[config.mk]
export PLATFORM = sky130hd
export DESIGN_NAME = mem_access
export DESIGN_NICKNAME = d
export VERILOG_FILES = /design/src/rtl/mem_access_pkg.sv /design/src/rtl/mem_align.sv /design/src/rtl/mem_access.sv
export SDC_FILE = /design/constraint.sdc
export NUM_CORES = 1
export LEC_CHECK = 0
export BUFFER_PORTS_ARGS = -buffer_cell sky130_fd_sc_hd__buf_2
export CORE_MARGIN = 1.5
export CORE_UTILIZATION = 48
export DETAILED_ROUTE_END_ITERATION = 8
export GPL_ROUTABILITY_DRIVEN = 0
export GPL_TIMING_DRIVEN = 0
export MAX_ROUTING_LAYER = met4
export PLACE_DENSITY = 0.78
export SLEW_MARGIN = 20
export SYNTH_ARGS = -nofsm -noshare
export SYNTH_HDL_FRONTEND = slang
export SYNTH_SLANG_ARGS = --single-unit
export TNS_END_PERCENT = 100
[constraint.sdc]
create_clock -name clk -period 2.5 [get_ports clk]
set_input_delay 0.125 -clock clk [delete_from_list [all_inputs] [get_ports clk]]
set_output_delay 0.125 -clock clk [all_outputs]
set_load 0.01 [all_outputs]
[src/rtl/mem_access_pkg.sv]
// mem_access_pkg: funct3 encodings and MEM-stage FSM states shared by the load/store unit
package mem_access_pkg;
  localparam logic [2:0] FUNCT3_LB  = 3'b000;
  localparam logic [2:0] FUNCT3_LH  = 3'b001;
  localparam logic [2:0] FUNCT3_LW  = 3'b010;
  localparam logic [2:0] FUNCT3_LBU = 3'b100;
  localparam logic [2:0] FUNCT3_LHU = 3'b101;
  localparam logic [2:0] FUNCT3_SB  = 3'b000;
  localparam logic [2:0] FUNCT3_SH  = 3'b001;
  localparam logic [2:0] FUNCT3_SW  = 3'b010;
  typedef enum logic [1:0] {MEM_IDLE, MEM_REQ, MEM_DONE} mem_state_t;
endpackage

[src/rtl/mem_align.sv]
// mem_align: combinational byte-lane steering for stores and extraction/extension for loads (funct3, addr[1:0], wr_data, rdata -> be, wdata, load_ext, misalign)
module mem_align
  import mem_access_pkg::*;
(
  input  logic [2:0]  funct3,
  input  logic [1:0]  addr,
  input  logic [31:0] wr_data,
  input  logic [31:0] rdata,
  output logic [3:0]  be,
  output logic [31:0] wdata,
  output logic [31:0] load_ext,
  output logic        misalign
);
  logic [31:0] sh;
  logic        sx;
  assign sh = rdata >> {addr, 3'b000};
  assign sx = ~funct3[2];
  assign be = (funct3 == FUNCT3_SB) ? 4'b0001 << addr :
              (funct3 == FUNCT3_SH) ? 4'b0011 << {addr[1], 1'b0} : 4'b1111;
  assign wdata = (funct3 == FUNCT3_SB) ? {4{wr_data[7:0]}} :
                 (funct3 == FUNCT3_SH) ? {2{wr_data[15:0]}} : wr_data;
  assign load_ext = (funct3[1:0] == 2'b00) ? {{24{sx & sh[7]}}, sh[7:0]} :
                    (funct3[1:0] == 2'b01) ? {{16{sx & sh[15]}}, sh[15:0]} : rdata;
  assign misalign = !(funct3 inside {FUNCT3_LB, FUNCT3_LH, FUNCT3_LW, FUNCT3_LBU, FUNCT3_LHU})
                  | ((funct3 == FUNCT3_LH || funct3 == FUNCT3_LHU) && addr[0])
                  | (funct3 == FUNCT3_LW && addr != 2'b00);
endmodule

[src/rtl/mem_access.sv]
// mem_access: MEM-stage load/store unit; one word-aligned req/ack bus transaction per instruction, stalls the pipeline while outstanding (ports: mem_en/we/funct3/addr/wr_data in, stall/done/misalign/bus_err/dram_rd_data out, dbus_* master)
module mem_access #(
  parameter int TIMEOUT = 255
) (
  input  logic        clk,
  input  logic        rst,
  input  logic        mem_en,
  input  logic        mem_we,
  input  logic [2:0]  funct3,
  input  logic [31:0] addr,
  input  logic [31:0] wr_data,
  output logic        stall,
  output logic        done,
  output logic        misalign,
  output logic        bus_err,
  output logic [31:0] dram_rd_data,
  output logic        dbus_req,
  output logic        dbus_we,
  output logic [31:0] dbus_addr,
  output logic [3:0]  dbus_be,
  output logic [31:0] dbus_wdata,
  input  logic        dbus_ack,
  input  logic [31:0] dbus_rdata
);
  import mem_access_pkg::*;
  localparam int CW = $clog2(TIMEOUT + 1);
  mem_state_t  state;
  logic [2:0]  f3_q;
  logic [1:0]  a_q;
  logic        we_q;
  logic [CW-1:0] cnt;
  logic        idle, bad, illegal, expired;
  logic [2:0]  f3;
  logic [1:0]  a;
  logic [3:0]  be;
  logic [31:0] wdata, load_ext;
  assign idle = state == MEM_IDLE;
  // the aligner sees live inputs while deciding in IDLE, latched operands while the bus is busy
  assign f3 = idle ? funct3 : f3_q;
  assign a = idle ? addr[1:0] : a_q;
  mem_align u_align (
    .funct3(f3), .addr(a), .wr_data(wr_data), .rdata(dbus_rdata),
    .be(be), .wdata(wdata), .load_ext(load_ext), .misalign(bad)
  );
  assign illegal = bad | (mem_we & funct3[2]);
  assign expired = cnt == CW'(TIMEOUT - 1);
  assign stall = (idle & mem_en) | (state == MEM_REQ);
  assign done = state == MEM_DONE;
  assign dbus_req = state == MEM_REQ;
  always_ff @(posedge clk) begin
    if (rst) begin
      state <= MEM_IDLE;
      cnt <= '0;
      f3_q <= '0;
      a_q <= '0;
      we_q <= 1'b0;
      misalign <= 1'b0;
      bus_err <= 1'b0;
      dram_rd_data <= '0;
      dbus_we <= 1'b0;
      dbus_addr <= '0;
      dbus_be <= '0;
      dbus_wdata <= '0;
    end else begin
      case (state)
        MEM_IDLE: begin
          cnt <= '0;
          bus_err <= 1'b0;
          misalign <= mem_en & illegal;
          if (mem_en) begin
            f3_q <= funct3;
            a_q <= addr[1:0];
            we_q <= mem_we;
            state <= illegal ? MEM_DONE : MEM_REQ;
            if (!illegal) begin
              dbus_we <= mem_we;
              dbus_addr <= {addr[31:2], 2'b00};
              dbus_be <= mem_we ? be : 4'b1111;
              dbus_wdata <= wdata;
            end
          end
        end
        MEM_REQ: begin
          cnt <= cnt + 1'b1;
          // ack wins over a timeout expiring in the same cycle
          if (dbus_ack || expired) begin
            state <= MEM_DONE;
            bus_err <= !dbus_ack;
            if (!we_q) dram_rd_data <= dbus_ack ? load_ext : '0;
          end
        end
        MEM_DONE: begin
          state <= MEM_IDLE;
          misalign <= 1'b0;
          bus_err <= 1'b0;
        end
        default: state <= MEM_IDLE;
      endcase
    end
  end
endmodule
==> run metrics, run 1 <==
Avg Inst Size Synth=8.71 µm²; CP Cell Sequence=buf_6 -> nor2_4 -> mux2_2 -> o22a_2 -> nor2_1 -> buf_2 -> buf_6 -> a311oi_2; final setup vio count=0; Synth Cell Area=0.00571 mm²; initial antenna violation count=0; reg2reg path depth=8; vias=6420; Gate Count Post-Synth=656; top post-synthesis cells by area=dfxtp_1 (41%), a21oi_1 (6.7%), o21ai_0 (5.1%); reg-to-reg slack, setup=130 ps; Worst setup SP type=register; nets=1026; post-route minimum period=2370 ps; drt wl/cell=18.2 µm; DR pass1 iterations=9; period utilisation layout=95.0%; Post-Synth Simple-Gate Area=17.2%; #FFs+latches synth=117; Die Wd=112 µm; placed cells=1005; VDD IR-drop max=0.572 mV; Skew-Pair Late Insertion Delay=430 ps; layout cells sized above 1=34.0%; drt total wl=19.6 mm; cell mode on critical path=buf_6; Post-Synth XOR/XNOR Area=0.613%; CTS tree=done; Initial Util=49.6%; first-pass GRT wire length=31.0 mm; CTS H-tree depth=4; fin area=0.00787 mm²; number of global-route vias before repair=6156; all-layer global routing usage=32.2%; Max Root-Sink Buffers=2; largest net degree at the start of global routing=17; EDFF count, synth=0; Fin Setup TNS=0 ps; grt total ovfl=0; Synth Area in Adders=0.438%; Iter 0 DRT Violations=872; core area=0.0115 mm²; Max Freq=0.421 GHz; top-level port count=210; biggest area consumer among synthesized cells=dfxtp_1; clk sinks=117; Antenna Violating Nets Remaining=0; Worst Setup Path Type=register to register; failing checks=design-rule violations; class of the worst hold path=primary input to register; CP startpoint=state[0]; post-synth top area share=41.0%; setup bufs post-CTS=0; worst-margin pin slew=751 ps; status=finished, violations left; ys flop type=dfxtp_1; arrival time at the worst endpoint=2650 ps; CTS root buf=clkbuf_16; CP max FO=10; clock slew at reported path FFs=60 ps; FF-to-FF End=dbus_wdata[10]; Avg Vias per Cell=5.97; input/output buffers=205; CP peak stage delay=500 ps; fin util=68.3%; sequential share of the synthesized area=41.0%; critical path endpoint category=register; Worst Setup EP=dbus_wdata[10]; CP max stage cell=mux2_2; async set-reset flop share out of synthesis=0%; Cell Rows=39; distinct cell type count after synthesis=69; max-capacitance violation count=0; Register Area=0.00234 mm²; synth-to-layout area growth=37.8%; mux share of post-synthesis cell area=2.54%; pwr dens=741 mW/mm²; Worst slew margin=49.6%; setup slack after layout=125 ps; Leak=3.42 nW; Finished Layout Cells=1075; most common cell after layout, fill and taps aside=buf_2; diode count=0; area of the multi-input gates=0.00310 mm²; fillcell total=948; RSZ-0062 raised after global routing=no; dpl cell area=0.00692 mm²; Setup Skew=11.8 ps; worst r2r src=state[0]; overall die area=0.0126 mm²; post-synthesis compound-gate area fraction=32.8%; Fin. Hold Viols=0; WP data required=2780 ps; largest family of logic cells by synthesized area=compound AO/OA/AOI/OAI gates; Synth warnings=0; final max-slew violation count=0; commonest non-fill, non-tap cells in the layout=buf_2 (217), dfxtp_1 (117), a21oi_1 (77); DP Worst Slack=8.10 ps; Post-DP HPWL=13.4 mm; die height=112 µm; DRC=12; TritonCTS buffer count=17
synth_stat cells, types with 2 or more instances:
cell	number
o21ai_0	58
a21oi_2	3
nand2b_1	5
o31ai_1	7
ha_1	2
nor2_2	2
or3b_1	2
buf_4	4
buf_2	12
a2bb2o_1	5
xor2_1	3
a311oi_2	10
a211oi_1	13
a31oi_1	9
nand4b_1	2
a21o_1	9
o41ai_2	10
o21ai_1	5
o31ai_2	2
o221a_2	8
o22ai_1	8
mux2_2	4
nand3_1	51
and2_1	9
or3_1	3
nor2b_1	2
mux2i_1	10
buf_6	7
a311oi_1	2
nor2_1	38
clkbuf_1	31
nor4_1	3
nor3b_1	3
dfxtp_1	117
a221oi_1	6
inv_1	4
nand2_1	66
o41ai_1	8
a22oi_1	5
o31a_1	2
a21oi_1	77
o21ai_2	2
metrics by stage:
| stage | hold WS, ps | power (mW) |
|---|---|---|
| CTS | 0.261 | 5.79 |
| global placement | 370 | 3.57 |
| detailed placement | 375 | 3.59 |
| floorplan | 236 | 3.08 |
| finish | 13.0 | 5.83 |
| global route | 22.9 | 6.07 |
registers in the layout (all words and copies together), names as in the netlist:
| register | flops |
|---|---|
| dbus_we | 1 |
| dram_rd_data | 32 |
| we_q | 1 |
| f3_q | 3 |
| cnt | 8 |
| dbus_addr | 30 |
| dbus_be | 4 |
| state | 2 |
| bus_err | 1 |
| a_q | 2 |
| dbus_wdata | 32 |
| misalign | 1 |
timing repair:
action	4_1_cts	5_1_grt
hold endpoints to repair	40	0
gates resized for setup	1	15
pin swaps	0	0
hold buffers	40	0
endpoints found under the setup margin	1	58
cell type report:
| type | count | share of cell area (%) |
|---|---|---|
| Buffer | 54 | 3.72 |
| Tap cell | 143 | 2.27 |
| Inverter | 4 | 0.191 |
| Sequential cell | 117 | 29.8 |
| Timing Repair Buffer | 245 | 18.1 |
| Multi-Input combinational cell | 481 | 39.4 |
| Clock buffer | 27 | 6.26 |
| Clock inverter | 4 | 0.286 |
metal layers:
| metal | vias to the layer above | GRT usage [%] | wire, µm |
|---|---|---|---|
| met5 | - | - | 0 |
| li1 | 2982 | - | - |
| met3 | 96 | 7.83 | 1570 |
| met2 | 392 | 48.3 | 8980 |
| met1 | 2950 | 39.6 | 8060 |
| met4 | 0 | 18.5 | 944 |
power breakdown:
part           total (mW)  internal, mW  switching (mW)  leakage (nW)
Combinational        1.56         0.601           0.963          2.22
Sequential           2.10          2.01          0.0895         0.952
Clock                2.16          1.33           0.833         0.251
Total                5.83          3.94            1.89          3.42
worst min-delay path by stage:
stage | start | to | slack [ps] | cells after the start
after detailed placement | dbus_ack | bus_err | 380 | 2
after CTS | mem_we | we_q | 0.3 | 3
final | dbus_rdata[7] | dram_rd_data[7] | 10 | 3
after global placement | dbus_ack | bus_err | 370 | 2
after global routing | wr_data[2] | dbus_wdata[2] | 20 | 3
after floorplan | dbus_ack | bus_err | 240 | 1
critical path: cells and delay by family, from the launching register on:
kind                   cells  cell delay, ps
buffers and inverters      3             630
and+or+nand+nor            2             380
DFF                        1             320
AOI/OAI and AO/OA          2             400
muxes                      1             500
kinds of logic (layout without fill, tap and decap cells):
logic type      count (synthesis)  in the layout
flops                         117            117
xor+xnor                        4              4
compound gates                260            260
simple gates                  199            199
mux                            14             14
buf+inv                        59            334
other cells                     1              2
fa+ha+maj                       2              2
Power figures use the tool's default switching activity.
==> inputs of run 2 (changes only) <==
Settings changed: PLACE_DENSITY 0.78 to 0.76, SYNTH_HIERARCHICAL from default to 1.
==> run 2 against run 1 <==
Against the previous run: final area grew 20%; synthesized area rose by 15%; hold slack better by 59 ps; non-clock buffer count increased by 50; global-route usage is 1.7 points lower; cell count increased by 18%; critical path type unchanged; via count rose by 17%; die area is 14% higher; the run ends with negative setup slack left.
==> run metrics, run 2 <==
fin area=0.00947 mm² (+20%); pwr dens=754 mW/mm² (+1.8%); final max-slew violation count=0 (unchanged); Max Root-Sink Buffers=2 (unchanged); overall die area=0.0144 mm² (+14%); ys flop type=dfxtp_1; die height=120 µm (+7.0%); critical path endpoint category=register; Synth Cell Area=0.00656 mm² (+15%); CTS H-tree depth=4 (unchanged); commonest non-fill, non-tap cells in the layout=buf_2 (215), a21oi_1 (134), dfxtp_1 (115); synth-to-layout area growth=44.4%; VDD IR-drop max=0.544 mV (-5.1%); vias=7486 (+17%); drt total wl=23.3 mm (+19%); Synth warnings=6 (+6); arrival time at the worst endpoint=2780 ps (+130 ps); switching share of power=33.0% (+0.65 points); Hold Path Stages=3 (unchanged); EDFF count, synth=0 (unchanged); Clk pwr share=35.3% (-1.8 points); Top Registers=dbus_wdata x32, dram_rd_data x32, dbus_addr x30; Avg Inst Size Synth=8.19 µm² (-6.0%); input/output buffers=205 (unchanged); clock slew at reported path FFs=50 ps (about the same); Worst slew margin=55.6% (+6.0 points); top post-synthesis cells by area=dfxtp_1 (36%), a21oi_1 (11%), mux2i_1 (6.3%); DRC=0 (-12); Die Wd=120 µm (+7.0%); Logic pwr share=34.8% (+8.0 points); post-synth top area share=35.7% (-5.3 points); Avg Vias per Cell=5.89 (-1.3%); worst r2r src=state[0]; all-layer global routing usage=30.5% (-1.7 points); Hold Crit Start=mem_we; grt total ovfl=0 (unchanged); Gate Count Post-Synth=801 (+22%); RSZ-0062 raised after global routing=yes; Antenna Violating Nets Remaining=0 (unchanged); class of the worst hold path=primary input to register; async set-reset flop share out of synthesis=0% (unchanged); Cell Rows=42 (+7.7%); P_int=4.79 mW (+21%); WP data required=2780 ps (about the same); top cells by count, synth=a21oi_1 (139), dfxtp_1 (117), nand3_1 (66); drt wl/cell=18.4 µm (+0.90%); number of global-route vias before repair=6963 (+13%); nets=1186 (+16%); clk sinks=117 (unchanged); TritonCTS buffer count=17 (unchanged); DR pass1 iterations=7 (-2); dpl cell area=0.00782 mm² (+13%); Fin. Hold Viols=0 (unchanged); Worst Setup Path Type=register to register; CTS root buf=clkbuf_16; max-capacitance violation count=0 (unchanged); #FFs+latches synth=117 (unchanged); Max Freq=0.400 GHz (-5.1%); initial antenna violation count=1 (+1); DP Worst Slack=-449 ps (-457 ps); Flop pwr share=30.0% (-6.1 points); post-route minimum period=2500 ps (+128 ps); sequential share of the synthesized area=35.7% (-5.3 points); fin util=71.2% (+2.9 points); fillcell total=1000 (+5.5%); worst-margin pin slew=665 ps (-85.5 ps); Post-DP HPWL=15.0 mm (+12%); end of the worst hold path=we_q; Leak=3.95 nW (+16%); switching power=2.36 mW (+25%); FF-to-FF End=dbus_wdata[10]; final setup vio count=1 (+1); first-pass GRT wire length=33.9 mm (+9.1%); CP max FO=10 (unchanged); status=finished, violations left; setup slack after layout=-2.95 ps (-128 ps); area of the multi-input gates=0.00398 mm² (+28%); distinct cell type count after synthesis=54 (-22%); Initial Util=49.3% (-0.27 points); biggest area consumer among synthesized cells=dfxtp_1; largest net degree at the start of global routing=18 (+1); Skew-Pair Late Insertion Delay=410 ps (-20 ps); Finished Layout Cells=1270 (+18%); Register Area=0.00235 mm² (+0.32%); top-level port count=210 (unchanged); layout cells sized above 1=39.0% (+5.0 points); count leader, synth=a21oi_1; failing checks=negative setup slack; period utilisation layout=100% (+5.1 points); placed cells=1183 (+18%); reg-to-reg slack, setup=-3 ps (-130 ps); most common cell after layout, fill and taps aside=buf_2; CTS tree=done; Iter 0 DRT Violations=931 (+6.8%); reg2reg path depth=11 (+3); Setup Skew=6.95 ps (-4.85 ps); Worst setup SP type=register; core area=0.0133 mm² (+15%)
[run 2: critical path, stage by stage, from the launching register on]
cell and delay, ps:
dfxtp_4 360, nor2_4 220, mux2_4 350, buf_6 130
or3_4 330, a21oi_4 150, nor2_2 70, a21o_4 230
buf_12 150, buf_6 150, o21ai_1 150, a21oi_1 80
[run 2: worst max path at each step]
stage / from / slack (ps) / end / cells past startpoint
finish: state[0] / -3 / dbus_wdata[10] / 11
global placement: state[1] / -410 / dbus_wdata[4] / 12
CTS: state[0] / 4 / dram_rd_data[21] / 11
global route: state[0] / -110 / dbus_addr[22] / 11
floorplan: state[1] / 20 / dbus_addr[2] / 12
detailed placement: state[1] / -450 / dbus_wdata[2] / 12
[run 2: cells by family after synthesis]
family / after synthesis / share of synthesized area (%)
AO/OA/AOI/OAI: 298 / 25.8
AND/OR/NAND/NOR: 206 / 17.1
flip-flops: 117 / 35.7
buffers and inverters: 101 / 8.64
multiplexers: 72 / 11.8
XOR/XNOR: 4 / 0.534
adder cells (fa/ha/maj): 2 / 0.381
other: 1 / 0.0572
[run 2: area by class of cell]
class	count	area share (%)
clock inverters	8	1.29
diodes	1	0.0264
flip-flops and latches	117	24.8
clock buffers	24	5.09
well taps	176	2.32
repair buffers	262	17.2
multi-input cells	584	42.0
inverters	11	0.436
plain buffers	87	6.87
[run 2: per-stage QoR]
step / hold slack, ps / setup TNS [ps] / power, mW
final: 71.8 / -2.95 / 7.14
after global routing: 96.3 / -3680 / 7.38
after CTS: 24.3 / 0 / 6.70
after detailed placement: 384 / -31220 / 4.05
after global placement: 379 / -28600 / 4.04
after floorplan: 261 / 0 / 3.45
[run 2: repair_timing]
| action | in CTS | in global routing |
|---|---|---|
| hold buffers | 35 | 0 |
| hold endpoints to repair | 35 | 0 |
| setup buffers | 7 | 10 |
| gates cloned | 1 | 4 |
| endpoints found under the setup margin | 102 | 102 |
| pin swaps | 5 | 25 |
| resized for setup | 37 | 126 |
[run 2: per-layer routing]
layer | GRT usage, % | vias to the layer above | share of wire, %
li1 | - | 3467 | -
met1 | 37.1 | 3494 | 41
met2 | 49.0 | 441 | 47
met3 | 5.94 | 84 | 7.5
met4 | 14.2 | 0 | 4.2
met5 | - | - | 0
[run 2: power by group through the flow]
stage | sequential [mW] | combinational, mW | clock [mW]
final | 2.14 | 2.48 | 2.52
after global routing | 2.16 | 2.63 | 2.60
after CTS | 2.12 | 2.05 | 2.52
after detailed placement | 2.15 | 1.90 | 0
after global placement | 2.15 | 1.89 | 0
after floorplan | 2.22 | 1.24 | 0
